<file path="src/rtl/cpu_mem_arbiter_if.sv">
`default_nettype none
// ============================================================================
// Module      : cpu_mem_arbiter_if
// Description : CPU instruction/data channels, memory port and status bundle
//               for the CPU-to-memory arbiter.
// Revision    : 1.0 - initial release
// ============================================================================
interface cpu_mem_arbiter_if;
    // Instruction channel
    logic [31:0] PC;
    logic        Inst_Req_Valid;
    logic        Inst_Req_Ready;
    logic [31:0] Instruction;
    logic        Inst_Valid;
    logic        Inst_Ready;
    // Data channel
    logic [31:0] Address;
    logic        MemWrite;
    logic [31:0] Write_data;
    logic [3:0]  Write_strb;
    logic        MemRead;
    logic        Mem_Req_Ready;
    logic [31:0] Read_data;
    logic        Read_data_Valid;
    logic        Read_data_Ready;
    // Memory port
    logic        mem_req_valid;
    logic        mem_req_ready;
    logic [31:0] mem_req_addr;
    logic        mem_req_wen;
    logic [31:0] mem_req_wdata;
    logic [3:0]  mem_req_wstrb;
    logic        mem_rsp_valid;
    logic [31:0] mem_rsp_data;
    logic        mem_rsp_ready;
    // Status
    logic        rsp_err;
    logic [31:0] req_cnt;

    // Arbiter side
    modport slave (
        input  PC, Inst_Req_Valid, Inst_Ready,
        input  Address, MemWrite, Write_data, Write_strb, MemRead, Read_data_Ready,
        input  mem_req_ready, mem_rsp_valid, mem_rsp_data,
        output Inst_Req_Ready, Instruction, Inst_Valid,
        output Mem_Req_Ready, Read_data, Read_data_Valid,
        output mem_req_valid, mem_req_addr, mem_req_wen, mem_req_wdata, mem_req_wstrb,
        output mem_rsp_ready, rsp_err, req_cnt
    );

    // CPU / memory environment side
    modport master (
        output PC, Inst_Req_Valid, Inst_Ready,
        output Address, MemWrite, Write_data, Write_strb, MemRead, Read_data_Ready,
        output mem_req_ready, mem_rsp_valid, mem_rsp_data,
        input  Inst_Req_Ready, Instruction, Inst_Valid,
        input  Mem_Req_Ready, Read_data, Read_data_Valid,
        input  mem_req_valid, mem_req_addr, mem_req_wen, mem_req_wdata, mem_req_wstrb,
        input  mem_rsp_ready, rsp_err, req_cnt
    );
endinterface
`default_nettype wire

</file>
<file path="src/rtl/cpu_mem_arbiter.sv">
`default_nettype none
// ============================================================================
// Module      : cpu_mem_arbiter
// Description : Merges CPU instruction and data channels onto one memory
//               port. Data has priority; a starvation counter forces an
//               instruction fetch through after STARVE_LIMIT lost cycles.
//               Read responses are steered back by an in-order tag FIFO.
// Revision    : 1.0 - initial release
// ============================================================================
module cpu_mem_arbiter #(
    parameter int OUTSTANDING  = 4,
    parameter int STARVE_LIMIT = 8
) (
    input  wire              clk,
    input  wire              rst,     // asynchronous, active-low
    cpu_mem_arbiter_if.slave bus
);
    localparam int PTR_W = $clog2(OUTSTANDING);
    localparam int CNT_W = PTR_W + 1;
    localparam int STV_W = $clog2(STARVE_LIMIT + 1);

    localparam logic [CNT_W-1:0] c_FULL_CNT = CNT_W'(OUTSTANDING);
    localparam logic [STV_W-1:0] c_STARVE   = STV_W'(STARVE_LIMIT);

    // Tag FIFO: 0 = instruction read, 1 = data read
    logic [OUTSTANDING-1:0] r_tags;
    logic [PTR_W-1:0]       r_wptr;
    logic [PTR_W-1:0]       r_rptr;
    logic [CNT_W-1:0]       r_count;
    logic [STV_W-1:0]       r_starve;
    logic                   r_rsp_err;
    logic [31:0]            r_req_cnt;

    logic w_d_req, w_d_rd, w_full, w_empty, w_starved;
    logic w_sel_inst, w_sel_data, w_blocked, w_wen;
    logic w_req_valid, w_req_hs, w_inst_hs, w_push;
    logic w_head, w_rsp_ready, w_pop;

    // Grant selection and request-side handshakes; everything is held
    // inactive while reset is asserted so no handshake can leak through.
    always_comb begin
        w_d_req     = bus.MemRead | bus.MemWrite;
        w_d_rd      = bus.MemRead & ~bus.MemWrite;
        w_full      = (r_count == c_FULL_CNT);
        w_empty     = (r_count == '0);
        w_starved   = (r_starve == c_STARVE);
        w_sel_inst  = rst & bus.Inst_Req_Valid & (~w_d_req | w_starved);
        w_sel_data  = rst & w_d_req & ~w_sel_inst;
        // Selected read blocked on a full FIFO; no fallback to the loser.
        w_blocked   = w_full & (w_sel_inst | (w_sel_data & w_d_rd));
        w_wen       = w_sel_data & bus.MemWrite;
        w_req_valid = (w_sel_inst | w_sel_data) & ~w_blocked;
        w_req_hs    = w_req_valid & bus.mem_req_ready;
        w_inst_hs   = w_sel_inst & ~w_full & bus.mem_req_ready;
        w_push      = w_req_hs & ~w_wen;
        w_head      = r_tags[r_rptr];
        w_rsp_ready = rst & ~w_empty & (w_head ? bus.Read_data_Ready : bus.Inst_Ready);
        w_pop       = bus.mem_rsp_valid & w_rsp_ready;
    end

    assign bus.mem_req_valid   = w_req_valid;
    assign bus.mem_req_addr    = w_sel_inst ? bus.PC : bus.Address;
    assign bus.mem_req_wen     = w_wen;
    assign bus.mem_req_wdata   = w_wen ? bus.Write_data : 32'd0;
    assign bus.mem_req_wstrb   = w_wen ? bus.Write_strb : 4'd0;
    assign bus.Inst_Req_Ready  = w_inst_hs;
    assign bus.Mem_Req_Ready   = w_sel_data & (bus.MemWrite | ~w_full) & bus.mem_req_ready;

    assign bus.mem_rsp_ready   = w_rsp_ready;
    assign bus.Inst_Valid      = rst & bus.mem_rsp_valid & ~w_empty & ~w_head;
    assign bus.Read_data_Valid = rst & bus.mem_rsp_valid & ~w_empty & w_head;
    assign bus.Instruction     = bus.mem_rsp_data;
    assign bus.Read_data       = bus.mem_rsp_data;
    assign bus.rsp_err         = r_rsp_err;
    assign bus.req_cnt         = r_req_cnt;

    // Tag FIFO storage, pointers and occupancy
    always_ff @(posedge clk or negedge rst) begin
        if (!rst) begin
            r_tags  <= '0;
            r_wptr  <= '0;
            r_rptr  <= '0;
            r_count <= '0;
        end else begin
            if (w_push) begin
                r_tags[r_wptr] <= w_sel_data;
                r_wptr         <= r_wptr + PTR_W'(1);
            end
            if (w_pop) begin
                r_rptr <= r_rptr + PTR_W'(1);
            end
            if (w_push && !w_pop) begin
                r_count <= r_count + CNT_W'(1);
            end else if (w_pop && !w_push) begin
                r_count <= r_count - CNT_W'(1);
            end
        end
    end

    // Starvation counter for pending instruction fetches, saturating
    always_ff @(posedge clk or negedge rst) begin
        if (!rst) begin
            r_starve <= '0;
        end else if (!bus.Inst_Req_Valid || w_inst_hs) begin
            r_starve <= '0;
        end else if (!w_starved) begin
            r_starve <= r_starve + STV_W'(1);
        end
    end

    // Sticky error on a response with nothing outstanding; request counter
    always_ff @(posedge clk or negedge rst) begin
        if (!rst) begin
            r_rsp_err <= 1'b0;
            r_req_cnt <= '0;
        end else begin
            if (bus.mem_rsp_valid && w_empty) begin
                r_rsp_err <= 1'b1;
            end
            if (w_req_hs) begin
                r_req_cnt <= r_req_cnt + 32'd1;
            end
        end
    end
endmodule
`default_nettype wire
</file>
<file path="src/flat_wrapper.sv">
// flat-port wrapper written by rule: the top's interface ports become plain ports
module cpu_mem_arbiter_flat 
#(
    parameter int OUTSTANDING  = 4,
    parameter int STARVE_LIMIT = 8
)
  (clk, rst, bus_PC, bus_Inst_Req_Valid, bus_Inst_Ready, bus_Address, bus_MemWrite, bus_Write_data, bus_Write_strb, bus_MemRead, bus_Read_data_Ready, bus_mem_req_ready, bus_mem_rsp_valid, bus_mem_rsp_data, bus_Inst_Req_Ready, bus_Instruction, bus_Inst_Valid, bus_Mem_Req_Ready, bus_Read_data, bus_Read_data_Valid, bus_mem_req_valid, bus_mem_req_addr, bus_mem_req_wen, bus_mem_req_wdata, bus_mem_req_wstrb, bus_mem_rsp_ready, bus_rsp_err, bus_req_cnt);
  cpu_mem_arbiter_if bus_i ();
  input  wire clk;
  input  wire rst;
  input wire logic [$bits(bus_i.PC)-1:0] bus_PC;
  input wire logic [$bits(bus_i.Inst_Req_Valid)-1:0] bus_Inst_Req_Valid;
  input wire logic [$bits(bus_i.Inst_Ready)-1:0] bus_Inst_Ready;
  input wire logic [$bits(bus_i.Address)-1:0] bus_Address;
  input wire logic [$bits(bus_i.MemWrite)-1:0] bus_MemWrite;
  input wire logic [$bits(bus_i.Write_data)-1:0] bus_Write_data;
  input wire logic [$bits(bus_i.Write_strb)-1:0] bus_Write_strb;
  input wire logic [$bits(bus_i.MemRead)-1:0] bus_MemRead;
  input wire logic [$bits(bus_i.Read_data_Ready)-1:0] bus_Read_data_Ready;
  input wire logic [$bits(bus_i.mem_req_ready)-1:0] bus_mem_req_ready;
  input wire logic [$bits(bus_i.mem_rsp_valid)-1:0] bus_mem_rsp_valid;
  input wire logic [$bits(bus_i.mem_rsp_data)-1:0] bus_mem_rsp_data;
  output wire logic [$bits(bus_i.Inst_Req_Ready)-1:0] bus_Inst_Req_Ready;
  output wire logic [$bits(bus_i.Instruction)-1:0] bus_Instruction;
  output wire logic [$bits(bus_i.Inst_Valid)-1:0] bus_Inst_Valid;
  output wire logic [$bits(bus_i.Mem_Req_Ready)-1:0] bus_Mem_Req_Ready;
  output wire logic [$bits(bus_i.Read_data)-1:0] bus_Read_data;
  output wire logic [$bits(bus_i.Read_data_Valid)-1:0] bus_Read_data_Valid;
  output wire logic [$bits(bus_i.mem_req_valid)-1:0] bus_mem_req_valid;
  output wire logic [$bits(bus_i.mem_req_addr)-1:0] bus_mem_req_addr;
  output wire logic [$bits(bus_i.mem_req_wen)-1:0] bus_mem_req_wen;
  output wire logic [$bits(bus_i.mem_req_wdata)-1:0] bus_mem_req_wdata;
  output wire logic [$bits(bus_i.mem_req_wstrb)-1:0] bus_mem_req_wstrb;
  output wire logic [$bits(bus_i.mem_rsp_ready)-1:0] bus_mem_rsp_ready;
  output wire logic [$bits(bus_i.rsp_err)-1:0] bus_rsp_err;
  output wire logic [$bits(bus_i.req_cnt)-1:0] bus_req_cnt;
  assign bus_i.PC = bus_PC;
  assign bus_i.Inst_Req_Valid = bus_Inst_Req_Valid;
  assign bus_i.Inst_Ready = bus_Inst_Ready;
  assign bus_i.Address = bus_Address;
  assign bus_i.MemWrite = bus_MemWrite;
  assign bus_i.Write_data = bus_Write_data;
  assign bus_i.Write_strb = bus_Write_strb;
  assign bus_i.MemRead = bus_MemRead;
  assign bus_i.Read_data_Ready = bus_Read_data_Ready;
  assign bus_i.mem_req_ready = bus_mem_req_ready;
  assign bus_i.mem_rsp_valid = bus_mem_rsp_valid;
  assign bus_i.mem_rsp_data = bus_mem_rsp_data;
  assign bus_Inst_Req_Ready = bus_i.Inst_Req_Ready;
  assign bus_Instruction = bus_i.Instruction;
  assign bus_Inst_Valid = bus_i.Inst_Valid;
  assign bus_Mem_Req_Ready = bus_i.Mem_Req_Ready;
  assign bus_Read_data = bus_i.Read_data;
  assign bus_Read_data_Valid = bus_i.Read_data_Valid;
  assign bus_mem_req_valid = bus_i.mem_req_valid;
  assign bus_mem_req_addr = bus_i.mem_req_addr;
  assign bus_mem_req_wen = bus_i.mem_req_wen;
  assign bus_mem_req_wdata = bus_i.mem_req_wdata;
  assign bus_mem_req_wstrb = bus_i.mem_req_wstrb;
  assign bus_mem_rsp_ready = bus_i.mem_rsp_ready;
  assign bus_rsp_err = bus_i.rsp_err;
  assign bus_req_cnt = bus_i.req_cnt;
  cpu_mem_arbiter #(.OUTSTANDING(OUTSTANDING), .STARVE_LIMIT(STARVE_LIMIT)) u_core (.clk(clk), .rst(rst), .bus(bus_i));
endmodule
</file>
<file path="config.mk">
export PLATFORM = sky130hd
export DESIGN_NAME = cpu_mem_arbiter_flat
export DESIGN_NICKNAME = d
export VERILOG_FILES = /design/src/rtl/cpu_mem_arbiter_if.sv /design/src/rtl/cpu_mem_arbiter.sv /design/src/flat_wrapper.sv
export SDC_FILE = /design/constraint.sdc
export NUM_CORES = 1
export LEC_CHECK = 0
export CAP_MARGIN = 25
export CORE_AREA = 2 2 120 122
export DETAILED_ROUTE_END_ITERATION = 7
export DIE_AREA = 0 0 122 124
export DONT_BUFFER_PORTS = 1
export PLACE_DENSITY = 0.42
export SETUP_SLACK_MARGIN = 0.05
export SLEW_MARGIN = 10
export SYNTH_ARGS = -nofsm -noshare
export SYNTH_HDL_FRONTEND = slang
export SYNTH_SLANG_ARGS = --single-unit
</file>
<file path="constraint.sdc">
create_clock -name clk -period 2.46 [get_ports clk]
set_input_delay 0.492 -clock clk [delete_from_list [all_inputs] [get_ports clk]]
set_output_delay 0.492 -clock clk [all_outputs]
set_load 0.03 [all_outputs]
</file>
# After elaboration in Yosys (flattened, before gate mapping)
# Index checks and enable logic that the tools add are counted.
# classes
n_eq_ne	3
muxes	13
add_sub_neg	6
reduce_logical	10
magnitude_cmp	3
bitwise	35
# op_table
op	n
2-to-1 mux 32 bit	2
adder 32 x 1 -> 32 bit (second input constant)	1
AND 1 bit	22
2-to-1 mux 4 bit	3
inverter 1 bit	8
< comparator 2 x 3 -> 1 bit (second input constant)	2
2-to-1 mux 3 bit	2
bitwise OR 1 bit	5
adder 2 x 1 -> 2 bit (second input constant)	2
adder 4 x 1 -> 4 bit (second input constant)	1
bitwise mux 4 bit	1
== test 4 bit (second input constant)	1
logical AND 1 bit	4
adder 3 x 1 -> 3 bit (second input constant)	1
== test 3 bit (second input constant)	1
logical NOT 1 bit	3
logical NOT 3 bit	1
2-to-1 mux 1 bit	3
subtractor 3 x 1 -> 3 bit (second input constant)	1
binary-select mux 1 bit (select 2 bit)	1
demux 1 bit (select 2 bit)	1
greater-or-equal comparator 2 x 1 -> 1 bit (second input constant)	1
inequality test 2 bit (second input constant)	1
nonzero test 2 bit	1
logical OR 1 bit	1
# totals
out_inout_bits	172
wordCells	77
reg_bits	48
in_bits	141

# Depth between registers and ports, before layout
# depth
ltp_word	17
ltp_mapped	11
mapped_depth_nobuf	11

# Worst setup path before layout
# OpenSTA, ideal clock, no wires.
# synth_timing
path_type	reg-to-reg
startpoint	reg u_core.r_starve[0]
endpoint	reg u_core.r_count[2]
path_slack_ns	-0.032
required_time_ns	2.381
setup_time_ns	0.079
arrival_time_ns	2.412
path_stages_with_launch	12
synth_period_minus_slack_ns	2.492
path_buffers	0
path_cell_list	dfrtp_1 -> inv_1 -> ha_1 -> nand4b_1 -> and3_2 -> nor3_2 -> ha_1 -> inv_1 -> fa_1 -> xor2_1 -> nor2_1 -> xor2_1
# synth_between
elab_chain_cells	15
word_cells_on_any_way	20
classes_between	1 x eq/ne; 1 x mux; 14 x bitwise; 4 x reduce/logical
# synth_rtl
item	line_no	source
start: declaration	cpu_mem_arbiter.sv:30	logic [STV_W-1:0] r_starve;
start signal: assignment	cpu_mem_arbiter.sv:107	r_starve <= r_starve + STV_W'(1);
== test 4 bit *	cpu_mem_arbiter.sv:46	w_starved = (r_starve == c_STARVE);
bitwise OR 1 bit *	cpu_mem_arbiter.sv:47	w_sel_inst = rst & bus.Inst_Req_Valid & (~w_d_req | w_starved);
AND 1 bit *	cpu_mem_arbiter.sv:47	
inverter 1 bit	cpu_mem_arbiter.sv:48	w_sel_data = rst & w_d_req & ~w_sel_inst;
AND 1 bit	cpu_mem_arbiter.sv:48	
AND 1 bit	cpu_mem_arbiter.sv:50	w_blocked = w_full & (w_sel_inst | (w_sel_data & w_d_rd));
bitwise OR 1 bit	cpu_mem_arbiter.sv:50	
AND 1 bit	cpu_mem_arbiter.sv:50	
inverter 1 bit	cpu_mem_arbiter.sv:52	w_req_valid = (w_sel_inst | w_sel_data) & ~w_blocked;
AND 1 bit	cpu_mem_arbiter.sv:52	
AND 1 bit	cpu_mem_arbiter.sv:53	w_req_hs = w_req_valid & bus.mem_req_ready;
AND 1 bit *	cpu_mem_arbiter.sv:55	w_push = w_req_hs & ~w_wen;
net u_core.w_push	cpu_mem_arbiter.sv:36	logic w_req_valid, w_req_hs, w_inst_hs, w_push;
logical NOT 1 bit	cpu_mem_arbiter.sv:94	end else if (w_pop && !w_push) begin
logical AND 1 bit	cpu_mem_arbiter.sv:94	
nonzero test 2 bit (no source line)	--	
end signal: assignment	cpu_mem_arbiter.sv:93	r_count <= r_count + CNT_W'(1);
end signal: assignment	cpu_mem_arbiter.sv:95	r_count <= r_count - CNT_W'(1);
end: declaration	cpu_mem_arbiter.sv:29	logic [CNT_W-1:0] r_count;
# Mark *: on every way through the listed nets, which the timed path passes. The rest lies on a longest branch.
# A chain may end at the register's enable or synchronous reset.

# Worst setup path after layout
# layout_timing
startpoint	reg u_core.r_starve[0]
endpoint	out bus_mem_req_addr[4]
# layout_between
elab_chain_cells	4
# layout_rtl
item	line_no	source
== test 4 bit	cpu_mem_arbiter.sv:46	
bitwise OR 1 bit	cpu_mem_arbiter.sv:47	
AND 1 bit	cpu_mem_arbiter.sv:47	
2-to-1 mux 32 bit	cpu_mem_arbiter.sv:62	assign bus.mem_req_addr = w_sel_inst ? bus.PC : bus.Address;
end: declaration	flat_wrapper.sv:30	output wire logic [$bits(bus_i.mem_req_addr)-1:0] bus_mem_req_addr;
# No other way between the ends.

==> out/qor.csv <==
metric,value,unit
Sw Share,35.7,%
post-DR wirelength/cell,22.7,um
initial antenna violation count,3,
placer congestion estimate,0.868,
GRT Overall Usage,14.4,%
routed length on met2,5570,um
wire length on met3,1680,um
crit path cell chain,"inv_2, ha_4, nand2_4, o22ai_4, and3_4, bufbuf_16, mux2_4",
final clock skew,0.0119,ns
Max Buffers Root-to-Sink,2,
Root Buffer Master,clkbuf_16,
Critical Path AT,1.96,ns
synthesized area per cell,9.90,um2
Hold WS,0.0536,ns
num ports,313,
die span in y,124,um
number of global-route vias before repair,2443,
Clock Power Share,27.8,%
Pwr Total,0.00287,W
"worst slack, placed",0.0549,ns
status,finished clean,
TritonCTS Buffers,5,
Fin. Hold Viols,0,
min-delay worst type,primary input to async pin,
crit path capture type,output port,
"CP delay by family, top",flip-flops,
R2R depth,8,
Comb power frac,34.1,%
wl on met1,3980,um
fmax,0.408,GHz
Pleak,1.71,nW
synth warn,0,
Final setup viols,0,
GRT Residual Overflow,0,
DP HPWL,9240,um
cell internal pwr,0.00184,W
first-pass iteration count of the detailed router,4,
Flop pwr share,38.1,%
fin area,4030,um2
I/O Buffers,0,
first-pass GRT wire length,15900,um
CTS tree,yes,
Max-Cap Viols,0,
die width,122,um
Slew Limit Fails,0,
synthesized flop and latch total,48,
"Distinct cells, synth",38,
CTS Sinks,48,
H-tree Lvls,2,
Mapped Area,3450,um2
clk slew on worst S/H paths,0.07,ns
most frequent cells in the layout,"dfrtp_1, and2_1, mux2_4, xnor2_1, buf_4",
Die Area,15100,um2
number of remaining DRC errors,0,
drt total wl,11600,um
critical path launch point type,register,
Top Layer Used,met4,
num rows,43,
total number of vias,2344,
Worst Max-Slew Pin Slew,0.558,ns
largest net degree at the start of global routing,49,
post-route antenna net violation count,0,
initial core utilization,25.2,%
Final WS setup,0.0104,ns
Sw Pwr,0.00102,W
CP Class,register to output port,
Worst EP required,1.97,ns
minimum clock period,2.45,ns
Worst Path Buf+Inv,2,
placed cell areas,3410,um2
Slew headroom,62.6,%
reg2reg setup slack,0.13,ns
core area,13700,um2
fin crit share,99.6,%
RSZ-0062 raised after global routing,yes,
critical path's slowest cell,dfrtp_1,
Crit Reg-Reg Startpoint,u_core.r_rptr[0]$_DFFE_PN0P_,
Skew-Pair Late Insertion Delay,0.29,ns
Cells after Synth,349,
NumNets Final,475,
pwr dens,711,nW/um2
DRT iter0 DRCs,120,
share of cells above drive strength 1,34.4,%
vias per cell,4.60,
syn nets,499,
TNS Setup,0,ns
register area share after synthesis,34.8,%
CP max FO,8,
"most common cell after layout, fill and taps aside",dfrtp_1,
r2r endpoint,u_core.r_count[1]$_DFFE_PN0P_,
Crit path largest cell delay,0.40,ns
synth-to-layout area growth,16.7,%
peak supply drop,230,uV
## cell families (layout without fill, tap and decap cells)
logic type | count (synthesis) | count (layout) | share of synthesized area (%)
and+or+nand+nor | 121 | 121 | 19.8
xor gates and xnor gates | 39 | 39 | 9.89
AOI/OAI and AO/OA | 11 | 11 | 2.64
DFF | 48 | 48 | 34.8
adders and majority gates | 9 | 9 | 3.48
buffers and inverters | 80 | 57 | 15.8
muxes | 41 | 41 | 13.7
other | 0 | 4 | 0
## layout make-up
| class | instances | area [um2] |
|---|---|---|
| Timing Repair Buffer | 41 | 475 |
| Sequential cell | 48 | 1200 |
| Clock buffer | 5 | 125 |
| Inverter | 8 | 30.0 |
| Clock inverter | 3 | 46.3 |
| Tap cell | 180 | 225 |
| Multi-Input combinational cell | 221 | 1920 |
| Antenna cell | 4 | 10.0 |
| Fill cell | 1407 | 9690 |
## power groups by stage
stage               logic (W)  registers, W  clock network, W
CTS                  0.000936       0.00109          0.000827
detailed placement   0.000855       0.00111                 0
finish               0.000976       0.00109          0.000797
floorplan            0.000768       0.00115                 0
global placement     0.000841       0.00111                 0
global route          0.00107       0.00111          0.000855
## worst register-to-register path: stages (launching register included)
cell and delay (ns):
dfrtp_1 0.37, mux4_2 0.55, mux2i_2 0.19, nor2_2 0.13, inv_1 0.06, ha_2 0.19
inv_2 0.05, fa_2 0.42, mux2_4 0.27
## what timing repair did
action | CTS | global route
hold endpoints to repair | 48 | 0
setup endpoints to repair | 70 | 69
setup buffers | 6 | 7
gates resized for setup | 44 | 16
hold buffers | 1 | 0
pin swaps | 3 | 6
cloned | 3 | 0
## per-stage QoR
stage          utilization [%]  std cells
2_1_floorplan                -        349
3_3_place_gp              24.9        481
3_5_place_dp              24.9        481
4_1_cts                   28.5        499
5_1_grt                   29.4        509
6_report                  29.4        510
## how the worst max path moves through the flow
stage | from | end | cells past startpoint
final | u_core.r_starve[0]$_DFFE_PN0P_ | bus_mem_req_addr[4] | 7
after floorplan | u_core.r_count[1]$_DFFE_PN0P_ | u_core.r_count[1]$_DFFE_PN0P_ | 7
after CTS | u_core.r_starve[1]$_DFFE_PN0P_ | bus_mem_req_addr[17] | 7
after global placement | u_core.r_starve[0]$_DFFE_PN0P_ | u_core.r_count[2]$_DFFE_PN0P_ | 11
after global routing | u_core.r_starve[1]$_DFFE_PN0P_ | bus_mem_req_addr[4] | 7
after detailed placement | u_core.r_starve[0]$_DFFE_PN0P_ | u_core.r_count[2]$_DFFE_PN0P_ | 11
## sequential cells by signal, indices dropped and copies added (netlist names)
name,count
u_core.r_wptr,2
u_core.bus.rsp_err,1
u_core.r_count,3
u_core.r_starve,4
u_core.bus.req_cnt,32
u_core.r_rptr,2
u_core.r_tags,4
## layer usage
metal / track usage, % / up-vias
met3: 9.52 / 14
met4: 6.11 / 0
met5: 0 / -
li1: - / 1063
met2: 24.0 / 177
met1: 14.1 / 1090
## Yosys cell counts
cell type / count / share of area (%)
o21bai_1: 1 / 0.22
nor3_1: 3 / 0.43
nor4_1: 1 / 0.18
buf_2: 3 / 0.43
nor4_2: 1 / 0.36
and3_2: 2 / 0.43
dfrtp_1: 48 / 35
buf_4: 64 / 14
ha_1: 8 / 2.9
or3_1: 1 / 0.18
mux4_2: 1 / 0.65
inv_1: 8 / 0.87
nand2_1: 26 / 2.8
nor2_1: 12 / 1.3
nand4b_1: 1 / 0.25
or3b_2: 1 / 0.25
a21oi_1: 2 / 0.29
o21ai_0: 3 / 0.43
and4_1: 4 / 1.0
and3_1: 3 / 0.54
o22ai_1: 1 / 0.18
nand4_1: 10 / 1.8
and2_0: 1 / 0.18
nor3_4: 1 / 0.47
clkbuf_1: 5 / 0.54
a21oi_2: 1 / 0.25
xor2_1: 8 / 2.0
fa_1: 1 / 0.58
nor3_2: 1 / 0.29
mux2i_1: 1 / 0.29
o211a_1: 1 / 0.29
o311ai_4: 1 / 0.76
nand3_1: 13 / 1.9
and2_1: 39 / 7.1
o31ai_1: 1 / 0.22
or3_4: 1 / 0.33
xnor2_1: 31 / 7.9
mux2_2: 39 / 13
Note: power is estimated with default switching activity, not from simulation.
